--- src/rtl/sub_arb_pkg.sv ---
// ============================================================================
// Module : sub_arb_pkg
// Brief  : Shared constants, types and overflow helper for the subtractor
//          sharing arbiter.
// Rev    : 1.0  initial release
// ============================================================================
`default_nettype none

package sub_arb_pkg;

    localparam int SUB_W = 32;
    localparam int SUB_N = 4;

    typedef logic [SUB_W-1:0]         sub_word_t;
    typedef logic [$clog2(SUB_N)-1:0] sub_id_t;

    // Signed overflow of a - b, judged from the sign bits of a, b and the difference.
    function automatic logic ovf_sub(input logic a_msb, input logic b_msb, input logic d_msb);
        return (a_msb != b_msb) && (d_msb != a_msb);
    endfunction

endpackage

`default_nettype wire

--- src/rtl/signed_2s_comp_sub.sv ---
// ============================================================================
// Module : signed_2s_comp_sub
// Brief  : Combinational W-bit two's-complement subtractor, diff = a - b mod 2^W.
// Rev    : 1.0  initial release
// ============================================================================
`default_nettype none

module signed_2s_comp_sub #(
    parameter int W = 32
) (
    input  logic [W-1:0] a,
    input  logic [W-1:0] b,
    output logic [W-1:0] diff
);

    assign diff = a + ~b + W'(1);

endmodule

`default_nettype wire

--- src/rtl/sub_share_arbiter.sv ---
// ============================================================================
// Module : sub_share_arbiter
// Brief  : Round-robin sharing of one subtractor between N requesters, with a
//          single-entry registered response (valid/ready on both sides).
// Rev    : 1.0  initial release
// ============================================================================
`default_nettype none

module sub_share_arbiter
    import sub_arb_pkg::*;
#(
    parameter int N = SUB_N,
    parameter int W = SUB_W
) (
    input  logic                 clk,
    input  logic                 rst_n,
    input  logic [N-1:0]         req_valid,
    output logic [N-1:0]         req_ready,
    input  logic [N*W-1:0]       req_a,
    input  logic [N*W-1:0]       req_b,
    output logic                 rsp_valid,
    input  logic                 rsp_ready,
    output logic [$clog2(N)-1:0] rsp_id,
    output logic [W-1:0]         rsp_diff,
    output logic                 rsp_ovf
);

    localparam int ID_W = $clog2(N);

    localparam logic [0:0] S_EMPTY = 1'b0;
    localparam logic [0:0] S_FULL  = 1'b1;

    logic [0:0]      r_state;
    logic [0:0]      w_state_nxt;
    logic [ID_W-1:0] r_rr_ptr;
    logic [ID_W-1:0] w_rr_nxt;
    logic [ID_W-1:0] w_grant;
    logic [ID_W:0]   w_scan;
    logic            w_found;
    logic            w_slot_free;
    logic            w_accept;
    logic [W-1:0]    w_a;
    logic [W-1:0]    w_b;
    logic [W-1:0]    w_diff;
    logic            w_ovf;
    logic [ID_W-1:0] r_rsp_id;
    logic [W-1:0]    r_rsp_diff;
    logic            r_rsp_ovf;

    // No grant can leak out while reset is held, even though the slot looks free.
    assign w_slot_free = (r_state == S_EMPTY) || rsp_ready;
    assign w_accept    = rst_n && w_slot_free && (|req_valid);

    // First valid requester scanning upward from the round-robin pointer.
    always_comb begin
        w_grant = '0;
        w_found = 1'b0;
        w_scan  = '0;
        for (int k = 0; k < N; k++) begin
            w_scan = {1'b0, r_rr_ptr} + (ID_W+1)'(k);
            if (w_scan >= (ID_W+1)'(N)) begin
                w_scan = w_scan - (ID_W+1)'(N);
            end
            if (!w_found && req_valid[w_scan[ID_W-1:0]]) begin
                w_found = 1'b1;
                w_grant = w_scan[ID_W-1:0];
            end
        end
    end

    always_comb begin
        w_a = '0;
        w_b = '0;
        for (int i = 0; i < N; i++) begin
            if (w_grant == ID_W'(i)) begin
                w_a = req_a[i*W +: W];
                w_b = req_b[i*W +: W];
            end
        end
    end

    signed_2s_comp_sub #(
        .W    (W)
    ) u_sub (
        .a    (w_a),
        .b    (w_b),
        .diff (w_diff)
    );

    assign w_ovf    = ovf_sub(w_a[W-1], w_b[W-1], w_diff[W-1]);
    assign w_rr_nxt = (w_grant == ID_W'(N-1)) ? '0 : w_grant + ID_W'(1);

    always_ff @(posedge clk or negedge rst_n) begin
        if (!rst_n) begin
            r_state <= S_EMPTY;
        end else begin
            r_state <= w_state_nxt;
        end
    end

    always_comb begin
        w_state_nxt = r_state;
        case (r_state)
            S_EMPTY: if (w_accept) w_state_nxt = S_FULL;
            S_FULL: begin
                if (w_accept) begin
                    w_state_nxt = S_FULL;
                end else if (rsp_ready) begin
                    w_state_nxt = S_EMPTY;
                end
            end
            default: w_state_nxt = S_EMPTY;
        endcase
    end

    always_comb begin
        rsp_valid = (r_state == S_FULL);
        req_ready = '0;
        if (w_accept) begin
            req_ready[w_grant] = 1'b1;
        end
    end

    // Result register and pointer only move on an accepted pair.
    always_ff @(posedge clk or negedge rst_n) begin
        if (!rst_n) begin
            r_rsp_id   <= '0;
            r_rsp_diff <= '0;
            r_rsp_ovf  <= 1'b0;
            r_rr_ptr   <= '0;
        end else if (w_accept) begin
            r_rsp_id   <= w_grant;
            r_rsp_diff <= w_diff;
            r_rsp_ovf  <= w_ovf;
            r_rr_ptr   <= w_rr_nxt;
        end
    end

    assign rsp_id   = r_rsp_id;
    assign rsp_diff = r_rsp_diff;
    assign rsp_ovf  = r_rsp_ovf;

endmodule

`default_nettype wire

--- config.mk ---
export PLATFORM = sky130hd
export DESIGN_NAME = sub_share_arbiter
export DESIGN_NICKNAME = d
export VERILOG_FILES = /design/src/rtl/sub_arb_pkg.sv /design/src/rtl/signed_2s_comp_sub.sv /design/src/rtl/sub_share_arbiter.sv
export SDC_FILE = /design/constraint.sdc
export NUM_CORES = 1
export LEC_CHECK = 0
export ABC_AREA = 1
export BUFFER_PORTS_ARGS = -buffer_cell sky130_fd_sc_hd__buf_2
export CORE_AREA = 2 2 118 120
export DETAILED_ROUTE_END_ITERATION = 10
export DIE_AREA = 0 0 120 122
export PLACE_DENSITY = 0.77
export SLEW_MARGIN = 20
export SYNTH_ARGS = -nofsm -noshare
export SYNTH_HDL_FRONTEND = slang
export SYNTH_SLANG_ARGS = --single-unit
--- constraint.sdc ---
create_clock -name clk -period 5.96 [get_ports clk]
set_clock_uncertainty 0.05 [all_clocks]
set_input_delay 0.894 -clock clk [delete_from_list [all_inputs] [get_ports clk]]
set_output_delay 0.894 -clock clk [all_outputs]
set_load 0.02 [all_outputs]
Word level (Yosys, flattened, before mapping)
Index checks and enable logic that the tools add are counted.
Cells by class
  add/subtract/negate cells: 10
  order comparisons: 10
  equality and inequality tests: 5
  mux-type cells: 35
  bitwise logic cells: 2
  reduce and logical (&&, ||, !) cells: 13
Operators with widths (count)
  32-bit two-way mux: 8
  32-bit by 1-bit adder with 32-bit output, second input constant: 1
  32-bit adder: 1
  32-bit inverter: 1
  2-bit two-way mux: 9
  2-bit by 3-bit < comparator with 1-bit output, second input constant: 5
  1-bit two-way mux: 11
  3-bit >= comparator, second input constant: 3
  1-bit binary-select mux with 2-bit select: 4
  2-bit by 1-bit subtractor with 2-bit output, second input constant: 4
  1-bit logical AND: 7
  2-bit by 2-bit adder with 3-bit output, second input constant: 2
  2-bit equality test, second input constant: 2
  4-bit two-way mux: 1
  4-bit OR reduction: 1
  2-bit by 1-bit adder with 3-bit output, second input constant: 1
  2-bit by 3-bit >= comparator with 1-bit output, second input constant: 1
  1-bit logical NOT: 3
  2-bit by 1-bit adder with 2-bit output, second input constant: 1
  1-bit demux with 2-bit select: 1
  2-bit by 1-bit equality test with 1-bit output, second input constant: 1
  2-bit by 1-bit >= comparator with 1-bit output, second input constant: 1
  2-bit logical NOT: 1
  1-bit != test: 2
  3 further kinds: 3
Word-level totals
  register bits after elaboration: 38
  input bits: 263
  output and inout bits: 40
  word-level logic and storage cells: 80

Logic depth before layout (Yosys ltp)
Gate-level depths: netlist of the first run.
  depth after elaboration: 24
  depth in mapped cells: 32
  depth with buffers taken out: 30

Cells and area by module
From an unflattened synthesis of the first run, not the netlist that was laid out.
Unflattened totals
  cells, all modules: 1193
  area, all modules: 6212.2 um2
By module, submodules not included
  sub_share_arbiter: instances 1, cells each 658, area an instance 3693.5 um2, sequential area each 950.9 um2
  signed_2s_comp_sub: instances 1, cells each 535, area an instance 2518.7 um2, sequential area each 0.0 um2

Worst setup path after synthesis of the first run
OpenSTA, ideal clock, no wires.
  path kind: input-to-reg
  from: input port req_valid[1]
  to: register r_rsp_diff[14] (netlist: rsp_diff[14])
  library setup time: 117 ps
  arrival: 4085 ps
  data required time: 5793 ps
  slack: 1707 ps
  cell stages on the path: 24
  path buffers: 1
  cells stage by stage: o21ai_0 > o21ai_2 > nor2_2 > nand2_1 > nand3_1 > inv_1 > nand2_2 > inv_1 > ha_1 > nor2_2 > clkbuf_1 > a22oi_1 > o21ai_0 > o21ai_1 > fa_1 > nand3_1 > nand3_1 > nand2_1 > nand2_1 > nand2_1 > nand2_1 > or2_1 > nand3_1 > nand2_1
Between the ends
  word-level cells in the longest chain between the ends: 20
  elaborated cells between the ends (all ways): 38
  classes of those cells: add/sub (2); eq/ne (3); mux (23); bitwise (1); reduce/logical (9)
Ends and longest elaborated chain
  start: declaration: line sub_share_arbiter.sv:17  | input logic [N-1:0] req_valid,
  1-bit binary-select mux with 2-bit select: line sub_share_arbiter.sv:64  | if (!w_found && req_valid[w_scan[ID_W-1:0]]) begin
  1-bit two-way mux (implied by the code): line sub_share_arbiter.sv:64
  1-bit two-way mux: line sub_share_arbiter.sv:64
  1-bit logical NOT: line sub_share_arbiter.sv:64
  1-bit logical AND: line sub_share_arbiter.sv:64
  1-bit two-way mux: line sub_share_arbiter.sv:64
  1-bit logical NOT: line sub_share_arbiter.sv:64
  1-bit logical AND: line sub_share_arbiter.sv:64
  [... 2 more ...]
  1-bit logical AND: line sub_share_arbiter.sv:64
  2-bit two-way mux (*): line sub_share_arbiter.sv:64
  via w_grant[1]: line sub_share_arbiter.sv:37  | logic [ID_W-1:0] w_grant;
  2-bit logical NOT: line sub_share_arbiter.sv:75  | if (w_grant == ID_W'(i)) begin
  32-bit two-way mux (4 in a row): line sub_share_arbiter.sv:75
  32-bit inverter: line signed_2s_comp_sub.sv:16  | assign diff = a + ~b + W'(1);
  32-bit adder (*): line signed_2s_comp_sub.sv:16
  32-bit by 1-bit adder with 32-bit output (*): line signed_2s_comp_sub.sv:16
  end signal: assignment: line sub_share_arbiter.sv:133  | r_rsp_diff <= w_diff;
  end: declaration: line sub_share_arbiter.sv:47  | logic [W-1:0] r_rsp_diff;
Mark *: on every way through the listed nets, which the timed path passes. The rest lies on a longest branch. The select of a mux whose other input is x is not followed.
A chain may end at the register's enable or synchronous reset.

Worst setup path in the final report of the first run
  from: input port req_valid[1]
  to: register r_rsp_ovf (netlist: rsp_ovf)
Between the ends
  word-level cells in the longest chain between the ends: 22
  elaborated cells between the ends (all ways): 41
  classes of those cells: add/sub (2); eq/ne (5); mux (23); bitwise (1); reduce/logical (10)
Ends and longest elaborated chain
  1-bit binary-select mux with 2-bit select: line sub_share_arbiter.sv:64
  1-bit two-way mux (implied by the code): line sub_share_arbiter.sv:64
  1-bit two-way mux: line sub_share_arbiter.sv:64
  1-bit logical NOT: line sub_share_arbiter.sv:64
  1-bit logical AND: line sub_share_arbiter.sv:64
  1-bit two-way mux: line sub_share_arbiter.sv:64
  1-bit logical NOT: line sub_share_arbiter.sv:64
  1-bit logical AND: line sub_share_arbiter.sv:64
  [... 4 more ...]
  via w_grant[0]: line sub_share_arbiter.sv:37
  2-bit logical NOT: line sub_share_arbiter.sv:75
  32-bit two-way mux (4 in a row): line sub_share_arbiter.sv:75
  32-bit inverter: line signed_2s_comp_sub.sv:16
  32-bit adder: line signed_2s_comp_sub.sv:16
  32-bit by 1-bit adder with 32-bit output: line signed_2s_comp_sub.sv:16
  1-bit != test: line sub_arb_pkg.sv:19  | return (a_msb != b_msb) && (d_msb != a_msb);
  1-bit logical AND (*): line sub_arb_pkg.sv:19
  end signal: assignment: line sub_share_arbiter.sv:134  | r_rsp_ovf <= w_ovf;
  end: declaration: line sub_share_arbiter.sv:48  | logic r_rsp_ovf;
Marks and branches as above.

==> key figures, run 1 <==
Setup path
  • Startpoint Class: primary input
  • CP Class: primary input to register
  • Worst path required time: 6090 ps
  • Crit path launch: req_valid[1]
  • Worst r2r src: r_rr_ptr[0]
  • Critical path peak fanout: 65
  • Crit path arrival time: 4940 ps
  • Worst setup EP type: register

Place
  • Dpl cells: 1461
  • RD Place Congestion: 0.994
  • Post-DP HPWL: 18900 microns
  • Port Buffers: 302

Clocking
  • # H-tree levels: 2
  • Root buf cell: clkbuf_16
  • Clk slew on worst S/H paths: 60 ps
  • Num CTS Buffers: 5
  • Resize count post-CTS: 0
  • Setup repair bufs after CTS: 0
  • Skew-Pair Late Insertion Delay: 290 ps
  • Clock Path Buffers: 2
  • Clock sinks: 38
  • CTS tree: yes
  • Hold-fix buffers, CTS: 0

Global routing
  • Grt met2 use: 0.560
  • Top Usage Layer GRT: met2
  • Total GRT Usage: 0.310
  • Initial antenna violation count: 5
  • First-pass GRT wire length: 36000 microns
  • Routing usage on met3: 0.0534
  • Vias in the first global route: 7452
  • Gr ovfl total: 0
  • Largest net degree at the start of global routing: 66
  • GR Util met1: 0.359

STA
  • Fin. Hold Viols: 0
  • Rel. slew slack: 0.399
  • Setup Viol. Count Final: 0
  • Worst-margin pin slew: 902 ps
  • Fmax: 0.208 GHz
  • RSZ-0062 raised after global routing: false
  • Final period utilization: 0.808
  • Fin Setup TNS: 0 ps
  • Slew Viols, Final: 0
  • Final min period: 4810 ps

Die
  • Row Count: 43
  • Ports: 303
  • Die Ht: 122 microns
  • Die Area: 14600 sq um
  • Chip width: 120 microns
  • Starting Density: 0.422
  • Core area: 13500 sq um

Detailed routing
  • Routed vias/inst: 5.17
  • 1st-pass router iterations: 7
  • Antenna viol nets, final: 0
  • DR iter-0 viols: 540
  • Vias: 7623
  • Routed Wire Length: 22900 microns
  • Residual DRC count: 0
  • WL/cell: 15.5 microns

Synthesis
  • Synth unique cells: 33
  • Syn_area_per_cell: 5.60 sq um
  • Largest cells by area after synthesis: nand2_1 22%, dfrtp_1 17%, a22oi_1 8.0%
  • Sequential area share after synthesis: 0.167
  • Yosys top cell by area: nand2_1
  • Syn Nets: 1317
  • Area share of the largest cell type after synthesis: 0.218
  • Ys Warns: 0
  • Post-Synthesis Cells: 1018
  • Synthesized area: 5700 sq um
  • Seq cells post-synth: 38

Status
  • Status: completed

Cells and area
  • Nets: 1587
  • Non-Filler Instances: 1474
  • Register area: 951 sq um
  • Fill cells: 1486
  • Area of the multi-input gates: 4080 sq um
  • Synth-to-Final Area Change: 31.6%
  • Layout cells sized above 1: 0.265

Min path
  • Worst Hold Class: register to register
  • Worst hold path startpoint: rsp_diff[1]

Job
  • Max cap viols: 0
==> synth_stat cells, drive strengths merged <==
master,instances
nand3,46
dfrtp,38
a21o,1
a221oi,1
nor2,83
fa,1
o21ai,115
nor4,1
nand3b,5
nor3,5
inv,126
clkbuf,23
ha,35
or2,2
nand4,7
xnor2,12
o211ai,3
a22oi,61
a21oi,85
buf,26
clkinv,3
o21bai,4
xor2,2
nand2,333
==> final timing paths <==
path | end | cells after the start | slack (ps)
setup reg to reg | rsp_ovf | 23 | 1180
hold reg to reg | rsp_diff[1] | 2 | 420
min in group asynchronous | rsp_valid | 1 | 690
setup / recovery | rsp_ovf | 22 | 1150
max in group asynchronous | rsp_diff[23] | 1 | 4610
hold / removal | rsp_diff[1] | 2 | 420
==> critical path: stages <==
cell and delay [ps]:
buf_2 100, o21ai_0 310, o21ai_2 150, o211ai_1 290, nand2_2 130, inv_1 100
ha_2 210, buf_4 540, a22oi_1 190, o21ai_1 150, o21ai_0 150, ha_1 410
nand2_1 190, inv_1 60, a21oi_1 240, nand2_1 110, a21oi_1 290, nand2_1 130
nand2_1 70, nand2_1 40, nand2_1 50, nand2_1 60
==> logic make-up after synthesis <==
| group | share of synthesized area |
|---|---|
| XOR/XNOR | 0.0215 |
| AO/OA/AOI/OAI | 0.271 |
| buffers and inverters | 0.121 |
| adder cells (fa/ha/maj) | 0.0803 |
| flip-flops | 0.167 |
| AND/OR/NAND/NOR | 0.340 |
==> registers in the layout, indices dropped and copies added (netlist names) <==
name / count
r_rr_ptr: 2
rsp_diff: 32
rsp_id: 2
rsp_ovf: 1
rsp_valid: 1
==> layer usage <==
metal,share of wire,vias up
li1,-,3888
met1,0.41,3347
met2,0.48,319
met3,0.060,69
met4,0.051,0
met5,0,-
==> placed cells by master (no fill, tap or decap), types with 3 or more instances in the layout <==
cell type  instances
o21ai_1           75
nand3_1           44
nand3b_1           5
dfrtp_1           38
a21oi_1           85
a22oi_1           61
buf_2            302
clkinv_1           3
o21ai_2            3
inv_2              9
ha_1              33
o21ai_0           37
nand4_1            7
nor2_1            81
inv_1            117
xnor2_1           12
o21bai_1           4
buf_4              9
nand2_1          331
clkbuf_16          5
nor3_1             5
diode_2            5
==> area by class of cell <==
type | count | area share
timing repair buffer | 312 | 0.213
multi-input combinational | 802 | 0.544
antenna | 5 | 0.00167
inverter | 129 | 0.0645
tap | 180 | 0.0300
clock inverter | 2 | 0.00167
clock buffer | 6 | 0.0185
sequential | 38 | 0.127
==> per-stage QoR <==
step / utilization / worst slack, ps / hold slack [ps] / area (sq um)
2_1_floorplan: - / 1710 / 531 / 5700
3_3_place_gp: 0.544 / 1010 / 413 / 7340
3_5_place_dp: 0.544 / 949 / 410 / 7340
4_1_cts: 0.555 / 1210 / 432 / 7490
5_1_grt: 0.555 / 816 / 455 / 7500
6_report: 0.556 / 1150 / 424 / 7500
Power of run 1 is left out: the tool's default activity adds up to more than one toggle a clock period on the data nets, which glitch-free logic cannot reach.
==> run 2, diff against run 1 <==
--- a/config.mk
+++ b/config.mk
@@ -5,12 +5,12 @@
 export SDC_FILE = /design/constraint.sdc
 export NUM_CORES = 1
 export LEC_CHECK = 0
-export ABC_AREA = 1
+export ABC_AREA = 0
 export BUFFER_PORTS_ARGS = -buffer_cell sky130_fd_sc_hd__buf_2
 export CORE_AREA = 2 2 118 120
 export DETAILED_ROUTE_END_ITERATION = 10
 export DIE_AREA = 0 0 120 122
-export PLACE_DENSITY = 0.77
+export PLACE_DENSITY = 0.74
 export SLEW_MARGIN = 20
 export SYNTH_ARGS = -nofsm -noshare
 export SYNTH_HDL_FRONTEND = slang
==> constraint.sdc (replaced) <==
create_clock -name clk -period 4.6 [get_ports clk]
set_clock_uncertainty 0.05 [all_clocks]
set_input_delay 0.69 -clock clk [delete_from_list [all_inputs] [get_ports clk]]
set_output_delay 0.69 -clock clk [all_outputs]
set_load 0.02 [all_outputs]
==> run 2 against run 1 <==
Against the previous run:
- critical path type unchanged
- via count shrank 4.3%
- die area unchanged
- wire length down 5.2%
- utilization increased by 2.5 points
==> key figures, run 2 <==
Status
  • Status: completed

Setup path
  • CP Depth: 18 (-18%)
  • Worst path required time: 4720 ps (-1370 ps)
  • Worst setup EP type: register
  • Critical-path cell list: buf_2 -> buf_4 -> a21oi_1 -> o22ai_1 -> buf_4 -> inv_1 -> ha_4 -> buf_4 -> o21ai_0 -> ha_2 -> nand3_1 -> or3_1 -> o22ai_1 -> nor4_1 -> buf_4 -> a2111oi_4 -> nor2_1 -> a211o_1
  • Critical path's largest stage delay: 400 ps (-140 ps)
  • Critical path peak fanout: 36 (-45%)
  • Flop-to-flop setup slack: 310 ps (-870 ps)
  • RR Endpoint: rsp_diff[29]
  • Worst Reg-to-Reg Cells: 21 (-8.7%)
  • CP most frequent cell: buf_4
  • Delay-heaviest family, CP: compound AO/OA/AOI/OAI gates
  • CP max stage cell: buf_4
  • Startpoint Class: primary input
  • Crit path arrival time: 4460 ps (-480 ps)
  • CP endpoint: rsp_diff[29]
  • Crit path launch: req_valid[0]
  • CP Buf/Inv Count: 6 (+2)
  • CP Class: primary input to register
  • Worst r2r src: r_rr_ptr[1]

Clocking
  • Num CTS Buffers: 5 (unchanged)
  • # H-tree levels: 2 (unchanged)
  • Clock Path Buffers: 2 (unchanged)
  • Root buf cell: clkbuf_16
  • Clk slew on worst S/H paths: 60 ps (about the same)
  • Clock sinks: 38 (unchanged)
  • Hold-fix buffers, CTS: 0 (unchanged)
  • CTS tree: yes
  • Skew-Pair Late Insertion Delay: 280 ps (about the same)

Detailed routing
  • Vias: 7294 (-4.3%)
  • DR iter-0 viols: 432 (-20%)
  • Antenna viol nets, final: 0 (unchanged)
  • Routed Wire Length: 21700 microns (-5.2%)
  • Routed vias/inst: 5.20 (+0.45%)
  • Residual DRC count: 0 (unchanged)
  • 1st-pass router iterations: 5 (-2)
  • WL/cell: 15.5 microns (-0.49%)

Synthesis
  • Sequential area share after synthesis: 0.176 (+0.00956)
  • Post-Synthesis Cells: 895 (-12%)
  • Count leader, synth: a21oi_1
  • Async SR Flop Fraction: 1.00 (unchanged)
  • Yosys top cell by area: a21oi_1
  • Ys Warns: 0 (unchanged)
  • Area share of the largest cell type after synthesis: 0.184 (-0.0341)
  • Synthesized area: 5390 sq um (-5.4%)
  • Largest cells by area after synthesis: a21oi_1 18%, dfrtp_1 18%, nor2_1 12%
  • Syn_area_per_cell: 6.03 sq um (+7.6%)
  • Syn Nets: 1194 (-9.3%)
  • Post-synth top flop: dfrtp_1
  • EDFF count, synth: 0 (unchanged)
  • Synth unique cells: 58 (+76%)
  • Synth top cells by count: 198 x a21oi_1, 178 x nor2_1, 157 x nand2_1, 70 x o21ai_0, 49 x clkbuf_1
  • Seq cells post-synth: 38 (unchanged)

Die
  • Die Ht: 122 microns (unchanged)
  • Chip width: 120 microns (unchanged)
  • Ports: 303 (unchanged)
  • Starting Density: 0.399 (-0.0229)
  • Row Count: 43 (unchanged)
  • Core area: 13500 sq um (unchanged)
  • Die Area: 14600 sq um (unchanged)

STA
  • Final period utilization: 0.943
  • Final min period: 4340 ps
  • Fin Setup TNS: 0 ps (unchanged)
  • Fmax: 0.231 GHz
  • Worst-margin pin slew: 632 ps (-270 ps)
  • Setup Viol. Count Final: 0 (unchanged)
  • Fin worst setup slack: 263 ps (-883 ps)
  • Slew Viols, Final: 0 (unchanged)
  • Rel. slew slack: 0.573 (+0.174)
  • Hold_ws: 405 ps (-18.2 ps)
  • Fin. Hold Viols: 0 (unchanged)
  • RSZ-0062 raised after global routing: true

Cells and area
  • Area of the multi-input gates: 4270 sq um (+4.6%)
  • Nets: 1519 (-4.3%)
  • Synth-to-Final Area Change: 45.3%
  • Register area: 951 sq um (unchanged)
  • Layout cells sized above 1: 0.347 (+0.0827)
  • Max reg flops: 32 (unchanged)
  • Most frequent cells in the layout: 302 x buf_2, 192 x a21oi_1, 178 x nor2_1, 157 x nand2_1, 75 x buf_4
  • Post-route cell area: 7840 sq um (+4.5%)
  • Most common cell after layout, fill and taps aside: buf_2
  • Fill cells: 1395 (-6.1%)

Global routing
  • Total GRT Usage: 0.289 (-0.0212)
  • Vias in the first global route: 6666 (-11%)
  • First-pass GRT wire length: 33700 microns (-6.5%)
  • Largest net degree at the start of global routing: 56 (-15%)
  • Initial antenna violation count: 3 (-2)
  • Gr ovfl total: 0 (unchanged)

Place
  • RD Place Congestion: 0.995 (+0.17%)
  • Post-DP HPWL: 18100 microns (-4.4%)
  • Port Buffers: 302 (unchanged)
  • Worst slack, placed: -63.9 ps (-1010 ps)
  • Placed Area: 7580 sq um (+3.3%)

Min path
  • Worst Hold Class: primary input to asynchronous set/reset pin

Power and ir drop
  • Maximum VDD drop: 274 uV
  • Power per cell area: 780 nW/um^2
  • Pleak: 3.99 nW

Job
  • Max cap viols: 0 (unchanged)
[run 2: worst min path at each step]
stage,to,slack [ps],cells after the start
floorplan,r_rr_ptr[0],340,0
global placement,rsp_diff[25],410,2
detailed placement,rsp_id[0],410,2
CTS,rsp_diff[3],420,2
global route,rsp_id[1],450,2
finish,rsp_diff[6],410,2
[run 2: area by class of cell]
class / instances / share of cell area
clock buffers: 6 / 0.0177
flip-flops and latches: 38 / 0.121
inverters: 11 / 0.00527
clock inverters: 2 / 0.00160
diodes: 3 / 0.000958
repair buffers: 383 / 0.280
multi-input cells: 781 / 0.544
well taps: 180 / 0.0287
[run 2: cell families (layout without fill, tap and decap cells)]
logic type | after synthesis | count (layout) | share of synthesized area
and+or+nand+nor | 390 | 390 | 0.296
adders and majority gates | 36 | 36 | 0.0849
muxes | 1 | 1 | 0.00186
other | 0 | 3 | 0
DFF | 38 | 38 | 0.176
AOI/OAI and AO/OA | 330 | 330 | 0.348
buffers and inverters | 76 | 402 | 0.0538
xor gates and xnor gates | 24 | 24 | 0.0390
[run 2: layer usage]
| layer | track usage | part of all wire |
|---|---|---|
| met2 | 0.441 | 0.44 |
| met4 | 0.0890 | 0.024 |
| met3 | 0.0487 | 0.078 |
| met5 | 0 | 0 |
| met1 | 0.416 | 0.46 |
[run 2: timing repair]
item                                    in CTS  in global routing
resized for setup                            0                 22
buffers inserted                             0                  3
endpoints found under the setup margin       0                 15
[run 2: report_power, final]
group,switching [mW],internal (mW),total (mW)
Clock,0.133,0.214,0.347
Combinational,2.96,2.21,5.18
Sequential,0.0884,0.496,0.584
[run 2: through the flow]
| stage | cells | power, mW | utilization |
|---|---|---|---|
| detailed placement | 1390 | 5.51 | 0.562 |
| CTS | 1398 | 5.89 | 0.573 |
| finish | 1404 | 6.11 | 0.580 |
| global route | 1403 | 6.69 | 0.580 |
| global placement | 1390 | 5.45 | 0.562 |
| floorplan | 895 | 3.77 | - |
No activity file was read; power rests on OpenSTA's default activity.
==> run 3, diff against run 2 <==
--- a/config.mk
+++ b/config.mk
@@ -11,6 +11,7 @@
 export DETAILED_ROUTE_END_ITERATION = 10
 export DIE_AREA = 0 0 120 122
 export PLACE_DENSITY = 0.74
+export SETUP_SLACK_MARGIN = 0.4
 export SLEW_MARGIN = 20
 export SYNTH_ARGS = -nofsm -noshare
 export SYNTH_HDL_FRONTEND = slang
==> run 3 against run 2 <==
Against the previous run:
- sequential power increased by 0.7%
- die area is the same
- combinational power is 19% higher
- highest routed layer is now met5
==> key figures, run 3 (same netlist as run 2, synthesis figures left out) <==
Power and ir drop
  • Total chip power: 7.08 mW (+16%)
  • Pleak: 4.38 nW (+9.9%)
  • Internal power: 3.51 mW (+20%)
  • Part of the power in registers: 0.083 (-0.013)
  • Switch share: 0.504 (-0.0177)
  • Maximum VDD drop: 315 uV (+15%)
  • Power per cell area: 813 nW/um^2 (+4.3%)
  • Comb pwr share: 0.868 (+0.020)
  • Psw: 3.57 mW (+12%)
  • Clock power share: 0.049 (-0.008)

STA
  • Setup Viol. Count Final: 0 (unchanged)
  • RSZ-0062 raised after global routing: true
  • Fin worst setup slack: 185 ps (-77.5 ps)
  • Slew Viols, Final: 0 (unchanged)
  • Fmax: 0.227 GHz (-1.8%)
  • Final period utilization: 0.960 (+0.0168)
  • Worst-margin pin slew: 521 ps (-111 ps)
  • Fin. Hold Viols: 0 (unchanged)
  • Final min period: 4410 ps (+77.5 ps)
  • Fin Setup TNS: 0 ps (unchanged)
  • Rel. slew slack: 0.648 (+0.0747)

Cells and area
  • Max reg flops: 32 (unchanged)
  • Most common cell after layout, fill and taps aside: buf_2
  • Most frequent cells in the layout: 299 x buf_2, 176 x nor2_1, 168 x a21oi_1, 153 x nand2_1, 113 x buf_4
  • Nets: 1576 (+3.8%)
  • Fill cells: 1302 (-6.7%)
  • Synth-to-Final Area Change: 61.6%
  • Post-route cell area: 8710 sq um (+11%)
  • Layout cells sized above 1: 0.414 (+0.0667)

Global routing
  • Vias in the first global route: 6745 (+1.2%)
  • Largest net degree at the start of global routing: 55 (-1.8%)
  • Initial antenna violation count: 5 (+2)
  • Gr ovfl total: 0 (unchanged)
  • Total GRT Usage: 0.289 (about the same)
  • First-pass GRT wire length: 33800 microns (+0.12%)

Place
  • RD Place Congestion: 0.932 (-6.4%)
  • Port Buffers: 302 (unchanged)
  • Worst slack, placed: -154 ps (-89.7 ps)
  • Post-DP HPWL: 17700 microns (-2.1%)
  • Placed Area: 7750 sq um (+2.2%)

Clocking
  • # H-tree levels: 2 (unchanged)
  • CTS tree: yes
  • Num CTS Buffers: 5 (unchanged)
  • Clk slew on worst S/H paths: 60 ps (about the same)
  • Hold-fix buffers, CTS: 0 (unchanged)
  • Skew-Pair Late Insertion Delay: 280 ps (about the same)
  • Clock Path Buffers: 2 (unchanged)
  • Clock sinks: 38 (unchanged)
  • Root buf cell: clkbuf_16

Die
  • Ports: 303 (unchanged)
  • Core area: 13500 sq um (unchanged)
  • Chip width: 120 microns (unchanged)
  • Die Area: 14600 sq um (unchanged)
  • Starting Density: 0.399 (unchanged)
  • Die Ht: 122 microns (unchanged)
  • Row Count: 43 (unchanged)

Setup path
  • Worst setup EP type: register
  • Critical path peak fanout: 5 (-86%)
  • CP Buf/Inv Count: 8 (+2)
  • Delay-heaviest family, CP: compound AO/OA/AOI/OAI gates
  • CP max stage cell: a2111oi_4
  • Critical path's largest stage delay: 380 ps (-20 ps)
  • Worst path required time: 4720 ps (about the same)
  • CP Class: primary input to register
  • Crit path arrival time: 4530 ps (+70 ps)
  • Startpoint Class: primary input

Detailed routing
  • Antenna viol nets, final: 0 (unchanged)
  • DR iter-0 viols: 477 (+10%)
  • Routed Wire Length: 23500 microns (+8.3%)
  • Routed vias/inst: 5.23 (+0.71%)
  • Vias: 7649 (+4.9%)
  • Residual DRC count: 0 (unchanged)
  • 1st-pass router iterations: 5 (unchanged)
  • WL/cell: 16.1 microns (+4.0%)

Status
  • Status: completed

Job
  • Max cap viols: 0 (unchanged)

Min path
  • Worst Hold Class: primary input to asynchronous set/reset pin
## run 3: cell count changes in the layout (fill, tap and decap cells not counted), moves of 4 or more
| cell | delta |
|---|---|
| buf_4 | +38 |
| a21oi_1 | -24 |
| a21oi_2 | +22 |
| buf_6 | +13 |
| o21ai_0 | -12 |
| o21ai_1 | +8 |
| buf_8 | +4 |
| nand2_1 | -4 |
## run 3: metal layers
metal  up-vias  part of all wire  GRT usage
met3        53             0.070     0.0375
li1       3879                 -          -
met5         -           0.00055          0
met2       332              0.47      0.473
met1      3383              0.44      0.400
met4         2             0.025     0.0794
## run 3: final cells by class
class                      instances  area, sq um  area share
sequential                        38          952       0.109
clock buffer                       7          143      0.0164
inverter                          11         43.8     0.00503
tap                              180          225      0.0259
timing repair buffer             440         2800       0.322
clock inverter                     1         5.00    0.000574
antenna                            4         10.0     0.00115
multi-input combinational        781         4530       0.520
## run 3: repair_timing
action	CTS	global route
setup buffers	10	26
cloned	0	3
endpoints found under the setup margin	17	25
resized for setup	14	93
pin swaps	5	47
## run 3: power groups by stage
stage | Clock (mW) | Sequential (mW) | Combinational, mW
global route | 0.370 | 0.606 | 6.69
global placement | 0 | 0.583 | 5.16
floorplan | 0 | 0.759 | 3.09
finish | 0.347 | 0.588 | 6.15
detailed placement | 0 | 0.592 | 5.21
CTS | 0.354 | 0.588 | 5.34
## run 3: final timing paths
path	startpoint	end	slack, ps	cells after the start
setup / recovery	req_valid[2]	rsp_diff[31]	190	26
hold / removal	rst_n	rsp_diff[0]	400	2
setup reg to reg	r_rr_ptr[1]	rsp_diff[31]	200	25
hold reg to reg	rsp_diff[16]	rsp_diff[16]	420	2
max in group asynchronous	rst_n	r_rr_ptr[1]	3730	2
min in group clk	rsp_diff[16]	rsp_diff[16]	420	2
## run 3: metrics by stage
step	std cells	hold WS (ps)	utilization
4_1_cts	1429	421	0.596
3_3_place_gp	1411	408	0.574
6_report	1462	399	0.645
2_1_floorplan	895	344	-
5_1_grt	1462	449	0.645
3_5_place_dp	1411	409	0.574
